**config.mk**
```make
export PLATFORM = sky130hd
export DESIGN_NAME = mem_dbus_ctrl
export DESIGN_NICKNAME = d
export VERILOG_FILES = /design/src/rtl/mem_dbus_ctrl.sv
export SDC_FILE = /design/constraint.sdc
export NUM_CORES = 1
export LEC_CHECK = 0
export CAP_MARGIN = 30
export CORE_MARGIN = 5
export CORE_UTILIZATION = 31
export DETAILED_ROUTE_END_ITERATION = 6
export PLACE_DENSITY_LB_ADDON = 0.05
export SLEW_MARGIN = 10
export SYNTH_ARGS = -nofsm -noshare
export SYNTH_HDL_FRONTEND = slang
export SYNTH_SLANG_ARGS = --single-unit
```
**constraint.sdc**
```tcl
create_clock -name cpu_clk_50M -period 2.4 [get_ports cpu_clk_50M]
set_input_delay 0.48 -clock cpu_clk_50M [delete_from_list [all_inputs] [get_ports cpu_clk_50M]]
set_output_delay 0.48 -clock cpu_clk_50M [all_outputs]
set_load 0.02 [all_outputs]
```
**src/rtl/mem_dbus_ctrl.sv**
```systemverilog
// Memory-stage data-bus controller: turns a load/store from the MEM stage into a
// split address/data bus transaction and stalls MEM/WB until the access retires.
module mem_dbus_ctrl #(
    parameter int ADDR_W = 32,
    parameter int DATA_W = 32
) (
    input  logic              cpu_clk_50M,
    input  logic              cpu_rst_n,
    input  logic              mem_req_valid,
    input  logic              mem_req_wr,
    input  logic [ADDR_W-1:0] mem_req_addr,
    input  logic [DATA_W-1:0] mem_req_wdata,
    input  logic [3:0]        mem_req_be,
    input  logic              flush,
    output logic              data_req,
    output logic              data_wr,
    output logic [1:0]        data_size,
    output logic [ADDR_W-1:0] data_addr,
    output logic [DATA_W-1:0] data_wdata,
    output logic [3:0]        data_wstrb,
    input  logic              data_addr_ok,
    input  logic              data_data_ok,
    input  logic [DATA_W-1:0] data_rdata,
    output logic [DATA_W-1:0] mem_rdata,
    output logic              mem_stop_wb,
    output logic              mem_acc_done,
    output logic [2:0]        fsm_state
);

    // Bus handshake: data_req is held with stable address/data until data_addr_ok;
    // exactly one data_data_ok follows, no earlier than the cycle after addr_ok.
    typedef enum logic [2:0] {
        IDLE    = 3'd0,
        ADDR    = 3'd1,
        DATA    = 3'd2,
        DONE    = 3'd3,
        DISCARD = 3'd4
    } state_t;

    state_t state, state_nxt;

    logic [ADDR_W-1:0] req_addr;
    logic [DATA_W-1:0] req_wdata;
    logic [3:0]        req_be;
    logic              req_wr;
    logic              accept;
    logic              load_capture;

    assign accept       = (state == IDLE) && mem_req_valid && !flush;
    assign load_capture = (state == DATA) && data_data_ok && !flush && !req_wr;

    always_ff @(posedge cpu_clk_50M or negedge cpu_rst_n) begin
        if (!cpu_rst_n) begin
            state <= IDLE;
        end else begin
            state <= state_nxt;
        end
    end

    always_comb begin
        state_nxt = state;
        case (state)
            IDLE:    if (accept) state_nxt = ADDR;
            ADDR: begin
                if (data_addr_ok) state_nxt = flush ? DISCARD : DATA;
                else if (flush)   state_nxt = IDLE;
            end
            DATA: begin
                if (data_data_ok) state_nxt = flush ? IDLE : DONE;
                else if (flush)   state_nxt = DISCARD;
            end
            DONE:    state_nxt = IDLE;
            DISCARD: if (data_data_ok) state_nxt = IDLE;
            default: state_nxt = IDLE;
        endcase
    end

    always_comb begin
        data_req     = (state == ADDR);
        mem_acc_done = (state == DONE);
        // Reset gating keeps the stall low even if the pipeline drives valid during reset.
        mem_stop_wb  = cpu_rst_n && (accept || (state == ADDR) || (state == DATA) ||
                                     ((state == DISCARD) && mem_req_valid));
        fsm_state    = state;
    end

    always_ff @(posedge cpu_clk_50M or negedge cpu_rst_n) begin
        if (!cpu_rst_n) begin
            req_addr  <= '0;
            req_wdata <= '0;
            req_be    <= '0;
            req_wr    <= 1'b0;
        end else if (accept) begin
            req_addr  <= mem_req_addr;
            req_wdata <= mem_req_wdata;
            req_be    <= mem_req_be;
            req_wr    <= mem_req_wr;
        end
    end

    always_ff @(posedge cpu_clk_50M or negedge cpu_rst_n) begin
        if (!cpu_rst_n) begin
            mem_rdata <= '0;
        end else if (load_capture) begin
            mem_rdata <= data_rdata;
        end
    end

    always_comb begin
        case (req_be)
            4'b1111:          data_size = 2'd2;
            4'b0011, 4'b1100: data_size = 2'd1;
            default:          data_size = 2'd0;
        endcase
    end

    assign data_wr    = req_wr;
    assign data_addr  = req_addr;
    assign data_wdata = req_wdata;
    assign data_wstrb = req_wr ? req_be : 4'b0000;

endmodule

```
==> PnR_summary.wiki <==
{| class="wikitable"
! Metric !! Value
|-
| CTS tree || yes
|-
| Setup Buffers After CTS || 0
|-
| Worst path arrival time || 1760 ps
|-
| Vias per inst || 4.42
|-
| Final hold violations || 0
|-
| Ant. Diodes || 0
|-
| Achievable Freq || ~450 MHz
|-
| CTS H-tree lvls || 3
|-
| Number of DRC violations after detailed-routing iteration 0 || 86
|-
| First-pass DRT Iterations || 3
|-
| Smallest setup slack after layout || 156 ps
|-
| Max-slew violations || 0
|-
| PwrDens || 979 mW/mm²
|-
| Pin slew with the least headroom to its limit || about 750 ps
|-
| Cell count after synthesis || 250
|-
| Post-detailed-route wirelength per cell || around 17 µm
|-
| Number of register bits inferred by synthesis || about 100
|-
| Final period utilization || a little over 90%
|-
| Dpl hpwl || between 8 and 9 mm
|-
| Starting Density || a little under a third
|-
| Launching element type of the critical path || flip-flop
|-
| GPL Wtd Cong || roughly 0.81
|-
| Largest net degree at the start of global routing || 60
|-
| Synthesis-to-finish area growth || 63.7%
|-
| Max clock buf depth || 2
|-
| Number of nets with antenna violations after detailed routing || 0
|-
| Hold/Removal Path Class || input port to async pin
|-
| Die area || roughly 0.016 mm²
|-
| Floorplan core area || ~0.013 mm²
|-
| Final nets || 582
|-
| Number of fillers in the final layout || roughly 1200
|-
| First-pass GRT wire length || ~18 mm
|-
| Port bufs || between 200 and 250
|-
| Highest ir drop seen on vdd || between 0.5 and 0.6 mV
|-
| Mean instance size in the synthesized netlist || about 17 µm²
|-
| Fraction of layout cells with a size suffix above 1 || ~27%
|-
| Cell Rows || 42
|-
| Run status || finished clean
|-
| # IOs || 216
|-
| Count of different cell masters after synthesis || 27
|-
| Die X || about 130 µm
|-
| Antenna violations before repair || 0
|-
| Synthesized net count || 357
|-
| Total clock sinks || ~100
|-
| Fin Clk Skew || around 6.2 ps
|-
| Reg clk slew, reported paths || roughly 70 ps
|-
| Netlist area before placement || approximately 0.0042 mm²
|-
| Portion of the post-synthesis area used by sequential elements || around 62%
|-
| Most used cells in the layout excluding fill and tap cells || sky130_fd_sc_hd__clkdlybuf4s50_1 (212), sky130_fd_sc_hd__dfrtp_1 (104), sky130_fd_sc_hd__mux2_2 (71)
|-
| Buffer cell driving the clock tree root || sky130_fd_sc_hd__clkbuf_16
|-
| Maximum fanout along the worst path || 7
|-
| Number of global-route vias before repair || around 3300
|-
| Remaining DRCs || 0
|-
| Crit. End Element || output port
|-
| Syn. warnings || 0
|-
| Die outline height || 126 µm
|-
| Routed via count || ~2900
|-
| Setup TNS || 0 ps
|-
| Worst endpoint required time || between 1500 and 2000 ps
|-
| Leakage || 2.97 nW
|-
| Critical path start-end classification || flip-flop to output port
|-
| Headroom to the max-slew limit || between 40% and 50%
|-
| Setup Slack @ Placement || -105 ps
|-
| Total global routing track utilization || 14.2%
|-
| Count of maximum capacitance violations || 0
|-
| Time the final worst path needs with I/O delays and setup || roughly 2200 ps
|-
| RSZ-0062 raised after global routing || no
|-
| Skew-Pair Late Insertion Delay || 340 ps
|-
| Number of buffers inserted during clock tree synthesis || 9
|-
| Total gr overflow || 0
|-
| Most common cell after layout, fill and taps aside || sky130_fd_sc_hd__clkdlybuf4s50_1
|-
| Overall routed net length || between 10 and 15 mm
|-
| Setup Viol. Count Final || 0
|}
## cell usage after synthesis
master                     instances  area, µm²
sky130_fd_sc_hd__buf_12            3       60.1
sky130_fd_sc_hd__buf_2             2       10.0
sky130_fd_sc_hd__buf_6             1       11.3
sky130_fd_sc_hd__nor3b_1           2       15.0
sky130_fd_sc_hd__mux2i_1           1       10.0
sky130_fd_sc_hd__nand2b_4          1       13.8
sky130_fd_sc_hd__buf_1             5       18.8
sky130_fd_sc_hd__nand2_1           2       7.51
sky130_fd_sc_hd__buf_4             1       7.51
sky130_fd_sc_hd__and3_2            1       7.51
sky130_fd_sc_hd__a21boi_0          2       15.0
sky130_fd_sc_hd__or3_1             1       6.26
sky130_fd_sc_hd__dfrtp_1         104       2600
sky130_fd_sc_hd__and2_1            4       25.0
sky130_fd_sc_hd__o21a_1            1       7.51
sky130_fd_sc_hd__o21ai_0           2       10.0
sky130_fd_sc_hd__nand3_1           1       5.00
sky130_fd_sc_hd__nor2b_1           1       6.26
sky130_fd_sc_hd__o31ai_1           1       7.51
sky130_fd_sc_hd__nand3b_1          1       7.51
sky130_fd_sc_hd__nor2_1            7       26.3
sky130_fd_sc_hd__mux2_2           71        800
sky130_fd_sc_hd__or4b_4            1       13.8
sky130_fd_sc_hd__inv_1             2       7.51
sky130_fd_sc_hd__mux2_4           30        450
sky130_fd_sc_hd__a32o_1            1       10.0
sky130_fd_sc_hd__and4bb_2          1       12.5
## flip-flops by register name (all words and copies together) (netlist names)
name and count:
req_be 4, data_wdata 32, data_wr 1, fsm_state 3
mem_rdata 32, data_addr 32
## routing by layer
| layer | global-route usage [%] | vias to the layer above | share of wire (%) |
|---|---|---|---|
| met5 | 0 | - | 0 |
| met4 | 5.68 | 0 | 2.3 |
| met3 | 7.92 | 17 | 11 |
| met2 | 21.8 | 129 | 46 |
| met1 | 16.4 | 1427 | 40 |
| li1 | - | 1318 | - |
## worst max-delay path: stages (launching register included)
cell and delay, ps:
sky130_fd_sc_hd__dfrtp_1 470, sky130_fd_sc_hd__nor3b_1 290, sky130_fd_sc_hd__clkdlybuf4s50_1 670
## kinds of logic after synthesis
kind of cell,Yosys count,synth area share (%)
and+or+nand+nor,23,3.51
DFF,104,62.4
buffers and inverters,14,2.76
muxes,102,30.2
AOI/OAI and AO/OA,7,1.20
## power breakdown
part | total (mW) | switching, mW | internal, mW | leakage, nW
Combinational | 2.79 | 1.21 | 1.58 | 1.59
Sequential | 2.56 | 0.283 | 2.28 | 1.26
Clock | 1.34 | 0.620 | 0.719 | 0.123
Total | 6.69 | 2.11 | 4.58 | 2.97
## layout make-up
type / instances / area, µm² / area share, %
tap: 176 / 220 / 3.22
inverter: 2 / 7.51 / 0.110
timing repair buffer: 226 / 2270 / 33.2
sequential: 104 / 2600 / 38.1
multi-input combinational: 132 / 1470 / 21.5
clock buffer: 11 / 243 / 3.55
clock inverter: 3 / 20.0 / 0.293
## timing repair
item,CTS,global route
gates resized for setup,1,1
endpoints found under the setup margin,1,1
hold buffers,0,0
## stage by stage
stage | hold slack, ps | std cells | instance area, µm² | utilization (%) | total power [mW]
final | 259 | 654 | 6830 | 51.6 | 6.69
after CTS | 275 | 654 | 6830 | 51.6 | 6.81
after global routing | 314 | 654 | 6830 | 51.6 | 7.07
after global placement | 486 | 640 | 6570 | 49.6 | 5.40
after floorplan | 184 | 250 | 4170 | - | 3.91
after detailed placement | 491 | 640 | 6570 | 49.6 | 5.43
## worst paths after layout
check,slack (ps),to,from,cells after the start
max in group asynchronous,940,mem_rdata[6]$_DFFE_PN0P_,cpu_rst_n,3
worst min-delay path,260,mem_rdata[29]$_DFFE_PN0P_,cpu_rst_n,2
worst max register to register,460,mem_rdata[18]$_DFFE_PN0P_,fsm_state[0]$_DFFE_PN0P_,5
worst max-delay path,160,data_req,fsm_state[1]$_DFFE_PN0P_,2
worst min register to register,500,data_wdata[19]$_DFFE_PN0P_,data_wdata[19]$_DFFE_PN0P_,1
min in group cpu_clk_50M,500,data_wdata[19]$_DFFE_PN0P_,data_wdata[19]$_DFFE_PN0P_,1
(Power assumes the default switching activity.)
